### config.mk
export PLATFORM = sky130hd
export DESIGN_NAME = div_iter
export DESIGN_NICKNAME = d
export VERILOG_FILES = /design/src/rtl/div_iter_pkg.sv /design/src/rtl/div_iter_step.sv /design/src/rtl/div_iter.sv
export SDC_FILE = /design/constraint.sdc
export NUM_CORES = 1
export LEC_CHECK = 0
export CELL_PAD_IN_SITES_DETAIL_PLACEMENT = 1
export CELL_PAD_IN_SITES_GLOBAL_PLACEMENT = 1
export CORE_AREA = 5 5 153 155
export CTS_CLUSTER_DIAMETER = 80
export DETAILED_ROUTE_END_ITERATION = 10
export DIE_AREA = 0 0 158 160
export HOLD_SLACK_MARGIN = 0.02
export PLACE_DENSITY = 0.84
export SETUP_SLACK_MARGIN = 0.2
export SYNTH_ARGS = -nofsm -noshare
export SYNTH_HDL_FRONTEND = slang
export SYNTH_SLANG_ARGS = --single-unit
### constraint.sdc
create_clock -name clk -period 3.2 [get_ports clk]
set_input_delay 0.32 -clock clk [delete_from_list [all_inputs] [get_ports clk]]
set_output_delay 0.32 -clock clk [all_outputs]
set_load 0.1 [all_outputs]
### src/rtl/div_iter_pkg.sv
// Shared types for the iterative restoring divider: FSM state encoding.
package div_iter_pkg;

    typedef enum logic [1:0] {
        DIV_IDLE = 2'd0,
        DIV_CALC = 2'd1,
        DIV_DONE = 2'd2
    } div_state_e;

endpackage

### src/rtl/div_iter_step.sv
// Generic N-bit adder and the divider's combinational trial-subtract step built on it.
module div_iter_add #(
    parameter int N = 33
) (
    input  logic [N-1:0] a_i,
    input  logic [N-1:0] b_i,
    input  logic         cin_i,
    output logic [N-1:0] sum_o
);
    assign sum_o = a_i + b_i + {{(N-1){1'b0}}, cin_i};
endmodule

module div_iter_step #(
    parameter int W = 32
) (
    input  logic [W-1:0] rem_i,
    input  logic         quo_msb_i,
    input  logic [W-1:0] div_i,
    output logic [W-1:0] rem_o,
    output logic         qbit_o
);
    logic [W:0] shifted;
    logic [W:0] trial;

    assign shifted = {rem_i, quo_msb_i};

    // Subtract as shifted + ~{0,D} + 1; bit W of the result is the borrow.
    div_iter_add #(.N(W + 1)) u_add (
        .a_i   (shifted),
        .b_i   (~{1'b0, div_i}),
        .cin_i (1'b1),
        .sum_o (trial)
    );

    // The partial remainder always stays below D, so only its low W bits are kept.
    assign qbit_o = ~trial[W];
    assign rem_o  = trial[W] ? shifted[W-1:0] : trial[W-1:0];
endmodule

### src/rtl/div_iter.sv
// Multi-cycle restoring divider, one quotient bit per clock, start/done handshake.
// Define DIV_SIGNED_EN for two's-complement operands (magnitudes divided, signs restored on DONE).
module div_iter
    import div_iter_pkg::*;
#(
    parameter int W     = 32,
    parameter int CNT_W = 6
) (
    input  logic         clk,
    input  logic         rstn,
    input  logic         start,
    input  logic [W-1:0] in0,
    input  logic [W-1:0] in1,
    output logic         busy,
    output logic         done,
    output logic [W-1:0] out0,
    output logic [W-1:0] out1,
    output logic         dz
);
    div_state_e       state_q;
    logic [CNT_W-1:0] cnt_q;
    logic [W-1:0]     rem_q;
    logic [W-1:0]     quo_q;
    logic [W-1:0]     div_q;
    logic [W-1:0]     rem_nxt;
    logic             qbit;
    logic [W-1:0]     quo_fin;
    logic [W-1:0]     rem_fin;
    logic [W-1:0]     dvd_cap;
    logic [W-1:0]     dvs_cap;

    div_iter_step #(.W(W)) u_step (
        .rem_i     (rem_q),
        .quo_msb_i (quo_q[W-1]),
        .div_i     (div_q),
        .rem_o     (rem_nxt),
        .qbit_o    (qbit)
    );

    assign quo_fin = {quo_q[W-2:0], qbit};
    assign rem_fin = rem_nxt;

`ifdef DIV_SIGNED_EN
    logic neg_quo_q;
    logic neg_rem_q;

    function automatic logic [W-1:0] mag(input logic [W-1:0] v);
        return v[W-1] ? -v : v;
    endfunction

    assign dvd_cap = mag(in0);
    assign dvs_cap = mag(in1);
`else
    assign dvd_cap = in0;
    assign dvs_cap = in1;
`endif

    always_ff @(posedge clk or negedge rstn) begin
        if (!rstn) begin
            state_q <= DIV_IDLE;
            cnt_q   <= '0;
            rem_q   <= '0;
            quo_q   <= '0;
            div_q   <= '0;
            busy    <= 1'b0;
            done    <= 1'b0;
            out0    <= '0;
            out1    <= '0;
            dz      <= 1'b0;
`ifdef DIV_SIGNED_EN
            neg_quo_q <= 1'b0;
            neg_rem_q <= 1'b0;
`endif
        end else begin
            done <= 1'b0;
            case (state_q)
                DIV_IDLE, DIV_DONE: begin
                    if (!start) begin
                        state_q <= DIV_IDLE;
                    end else if (in1 == '0) begin
                        // Divide by zero skips CALC entirely.
                        state_q <= DIV_DONE;
                        done    <= 1'b1;
                        out0    <= '1;
                        out1    <= in0;
                        dz      <= 1'b1;
                    end else begin
                        state_q <= DIV_CALC;
                        busy    <= 1'b1;
                        cnt_q   <= CNT_W'(W - 1);
                        rem_q   <= '0;
                        quo_q   <= dvd_cap;
                        div_q   <= dvs_cap;
`ifdef DIV_SIGNED_EN
                        neg_quo_q <= in0[W-1] ^ in1[W-1];
                        neg_rem_q <= in0[W-1];
`endif
                    end
                end
                DIV_CALC: begin
                    rem_q <= rem_nxt;
                    quo_q <= quo_fin;
                    cnt_q <= cnt_q - CNT_W'(1);
                    if (cnt_q == '0) begin
                        state_q <= DIV_DONE;
                        busy    <= 1'b0;
                        done    <= 1'b1;
                        dz      <= 1'b0;
`ifdef DIV_SIGNED_EN
                        out0 <= neg_quo_q ? -quo_fin : quo_fin;
                        out1 <= neg_rem_q ? -rem_fin : rem_fin;
`else
                        out0 <= quo_fin;
                        out1 <= rem_fin;
`endif
                    end
                end
                default: begin
                    state_q <= DIV_IDLE;
                    busy    <= 1'b0;
                end
            endcase
        end
    end
endmodule
==> results of run 1 <==
-- where the power goes --
group	leakage [nW]	internal [mW]	total [mW]	switching (mW)
logic	2.73	0.0794	0.157	0.0779
clock network	0.301	1.20	2.20	0.994
registers	2.18	2.16	2.16	0
-- path summary, 6_finish.rpt --
check | startpoint | to | slack, ns | cells after the start
max | rem_q[14] | out1[26] | 0.12 | 12
min | out0[12] | out0[12] | 0.49 | 1
max reg2reg | rem_q[14] | out1[26] | 0.12 | 12
min reg2reg | out0[12] | out0[12] | 0.49 | 1
max in group asynchronous | rstn | out1[3] | 1.85 | 3
min in group asynchronous | rstn | div_q[25] | 0.50 | 2
-- state kept, by name, summed over array words and instances, names as in the netlist --
signal	flops
div_q	32
out0	32
out1	32
quo_q	32
rem_q	32
cnt_q	6
state_q	2
busy	1
done	1
dz	1
-- per-layer routing --
metal  vias to the layer above  wire, µm  global-route usage
met5                         -         0                   0
met4                         0      1121             0.07600
met3                        83      1606             0.03599
met2                       309     16430              0.4193
met1                      4237     13310              0.3177
li1                       3685         -                   -
-- cells by family after synthesis --
family,count (synthesis),synth area share
flip-flops,171,0.4641
adder cells (fa/ha/maj),35,0.04831
buffers and inverters,107,0.04804
AO/OA/AOI/OAI,282,0.1901
XOR/XNOR,25,0.02375
AND/OR/NAND/NOR,236,0.1231
multiplexers,90,0.1026
-- final cells by class --
type | count | area [µm²] | share of cell area
Multi-Input combinational cell | 668 | 4803 | 0.3987
Sequential cell | 171 | 4280 | 0.3553
Timing Repair Buffer | 180 | 1838 | 0.1526
Clock buffer | 18 | 439.2 | 0.03645
Tap cell | 280 | 350.3 | 0.02908
Clock inverter | 14 | 171.4 | 0.01423
Inverter | 44 | 165.2 | 0.01371
-- cells in the mapped netlist, drive strengths merged (2+ instances only) --
cell | instances | area, µm²
o22ai | 5 | 31.28
nand4 | 9 | 56.30
inv | 44 | 165.2
o21a | 6 | 45.04
nor2b | 3 | 18.77
clkbuf | 48 | 180.2
o211ai | 9 | 67.56
nand2 | 79 | 296.5
nand2b | 8 | 50.05
a211oi | 6 | 50.05
a21oi | 67 | 339.1
buf | 15 | 97.58
nor4 | 9 | 56.30
o31ai | 7 | 52.55
or4b | 2 | 20.02
a2111oi | 2 | 17.52
xnor2 | 12 | 105.1
o21ai | 104 | 531.8
a31oi | 13 | 87.58
nor3 | 8 | 40.04
o21bai | 3 | 22.52
a311oi | 2 | 17.52
a211o | 5 | 43.79
nor2 | 43 | 161.4
and3 | 20 | 130.1
xor2 | 13 | 113.9
mux2i | 57 | 570.6
a22oi | 2 | 15.01
mux2 | 33 | 375.4
ha | 34 | 425.4
nand3 | 37 | 185.2
o22a | 31 | 271.5
dfrtp | 171 | 4279
or3 | 8 | 50.05
a21o | 13 | 97.59
and2 | 6 | 37.54
-- timing repair --
action                     4_1_cts  5_1_grt
hold endpoints to repair        73        0
gates resized for setup         16       46
setup buffers                    2        6
hold buffers                     1        0
pin swaps                        3        3
setup endpoints to repair       59       62
gates cloned                     0        1
-- stage by stage --
stage,setup WS (ns),util,TNS [ns],cell area (µm²),hold slack (ns)
final,0.1240,0.5555,0,12050,0.4908
after global routing,0.05340,0.5555,0,12050,0.5107
after CTS,0.2047,0.5434,0,11790,0.4916
after detailed placement,-0.009957,0.5102,-0.009957,11070,0.4344
after global placement,0.08311,0.5102,0,11070,0.4198
after floorplan,0.3097,-,0,9220,0.02441
==> run_results.csv, run 1 <==
group,metric,value,unit
run_status,status,"finished, final reports clean",
drt,first_iter_violations,524,
setup_path,critPathBufInv,2,
setup_path,cpMaxStageDelayCell,"dfrtp_2",
pwr,leakage,5.216,nW
pwr,powerDensity,374.8,nW/µm²
timing,period_minus_slack,3.076,ns
drt,dr.pass1.iters,5,
finish,final_common_cell,"dfrtp_1",
setup_path,path_delay_family,"compound AO/OA/AOI/OAI gates",
global_routing,antenna_found_initial,0,
setup_path,cp_max_fo,4,
placed_design,place_congestion,0.8920,
finish,area.growth.synth_to_final,30.67,%
drt,viasPerCell,6.047,
logic_synthesis,synthArstFlopShare,1.000,
setup_path,slowest_delay,0.46,ns
timing,finalCritPeriodShare,0.9613,
setup_path,crit_path_end_kind,"flip-flop",
logic_synthesis,synth_warnings,0,
setup_path,critical_path.startpoint_type,"flip-flop",
logic_synthesis,syn_avg_cell_area,9.746,µm²
setup_path,cp_common_cell,"buf_4",
logic_synthesis,ys_seq_area_frac,0.4641,
cts,htreeDepth,4,
cts,cts.clk_slew.worst_paths,0.08,ns
timing,drv_slew,0,
floorplanning,dieArea,25280,µm²
drt,wl_per_cell,23.61,µm
timing,timing.fmax,0.3251,GHz
timing,finalHoldViolCount,0,
cts,cts_buffers,17,
global_routing,grt_pass1_wl,48900,µm
global_routing,grt_max_degree,98,
floorplanning,core,21690,µm²
cts,max-clock-path-buffers,2,
setup_path,crit_required,3.52,ns
pwr,power.total,4.515,mW
finish,nets,1184,
logic_synthesis,synth-edff-count,0,
timing,tightest_slew,1.114,ns
pwr,vdd_ir_drop_max,0.0003526,V
timing,finalSetupViolCount,0,
finish,layout_common_cells,"170 x dfrtp_1, 125 x clkdlybuf4s50_1, 99 x o21ai_0, 79 x nand2_1, 62 x a21oi_1",
global_routing,track_usage,0.2444,
logic_synthesis,ys.flop_type,"dfrtp_1",
drt,route.detailed.drc,0,
floorplanning,die_x,158,µm
cts,clock_latency,0.44,ns
drt,num_vias,8314,
finish,fillCellCount,2341,
setup_path,critPathKind,"flip-flop to flip-flop",
setup_path,crit_chain,"ha_2 -> a21oi_2 -> o211ai_1 -> a21o_1 -> a221o_1 -> a31oi_2 -> buf_4 -> o22ai_2 -> a311oi_2 -> buf_4 -> mux2i_1 -> nor2_1",
placed_design,dpl.hpwl,21880,µm
logic_synthesis,syn_nets,1048,
cts,cts_sinks,171,
setup_path,arrival,3.40,ns
placed_design,dp.cells,1333,
floorplanning,fp.dieH,160,µm
drt,wl,32470,µm
cts,cts_tree,"built",
worst_hold_path,min_path_type,"flip-flop to flip-flop",
floorplanning,initial_core_util,0.4251,
floorplanning,ios,134,
timing,rsz0062_at_grt,"true",
logic_synthesis,synth-seq-cells,171,
finish,num_antenna_cells,0,
global_routing,overflow,0,
finish,fin_cells,1375,
floorplanning,rows,54,
global_routing,first_global_vias,8672,
drt,drtAntennaViolNets,0,
finish,final_layout_size_suffix_gt1_frac,0.1662,
timing,skew,0.01305,ns
logic_synthesis,syn_inst,946,
logic_synthesis,syn_area,9220,µm²
placed_design,port_buffers,133,
run,cap_viol_max_count,0,
logic_synthesis,ys_types,59,
timing,slew_headroom,0.2576,
cts,clockRootBuffer,"clkbuf_16",
Note: power is estimated with default switching activity, not from simulation.
==> inputs of run 2 (changes only) <==
- SLEW_MARGIN: default -> 20
==> results of run 2 <==
The final DEF is identical to that of run 1; final timing and power are the same.
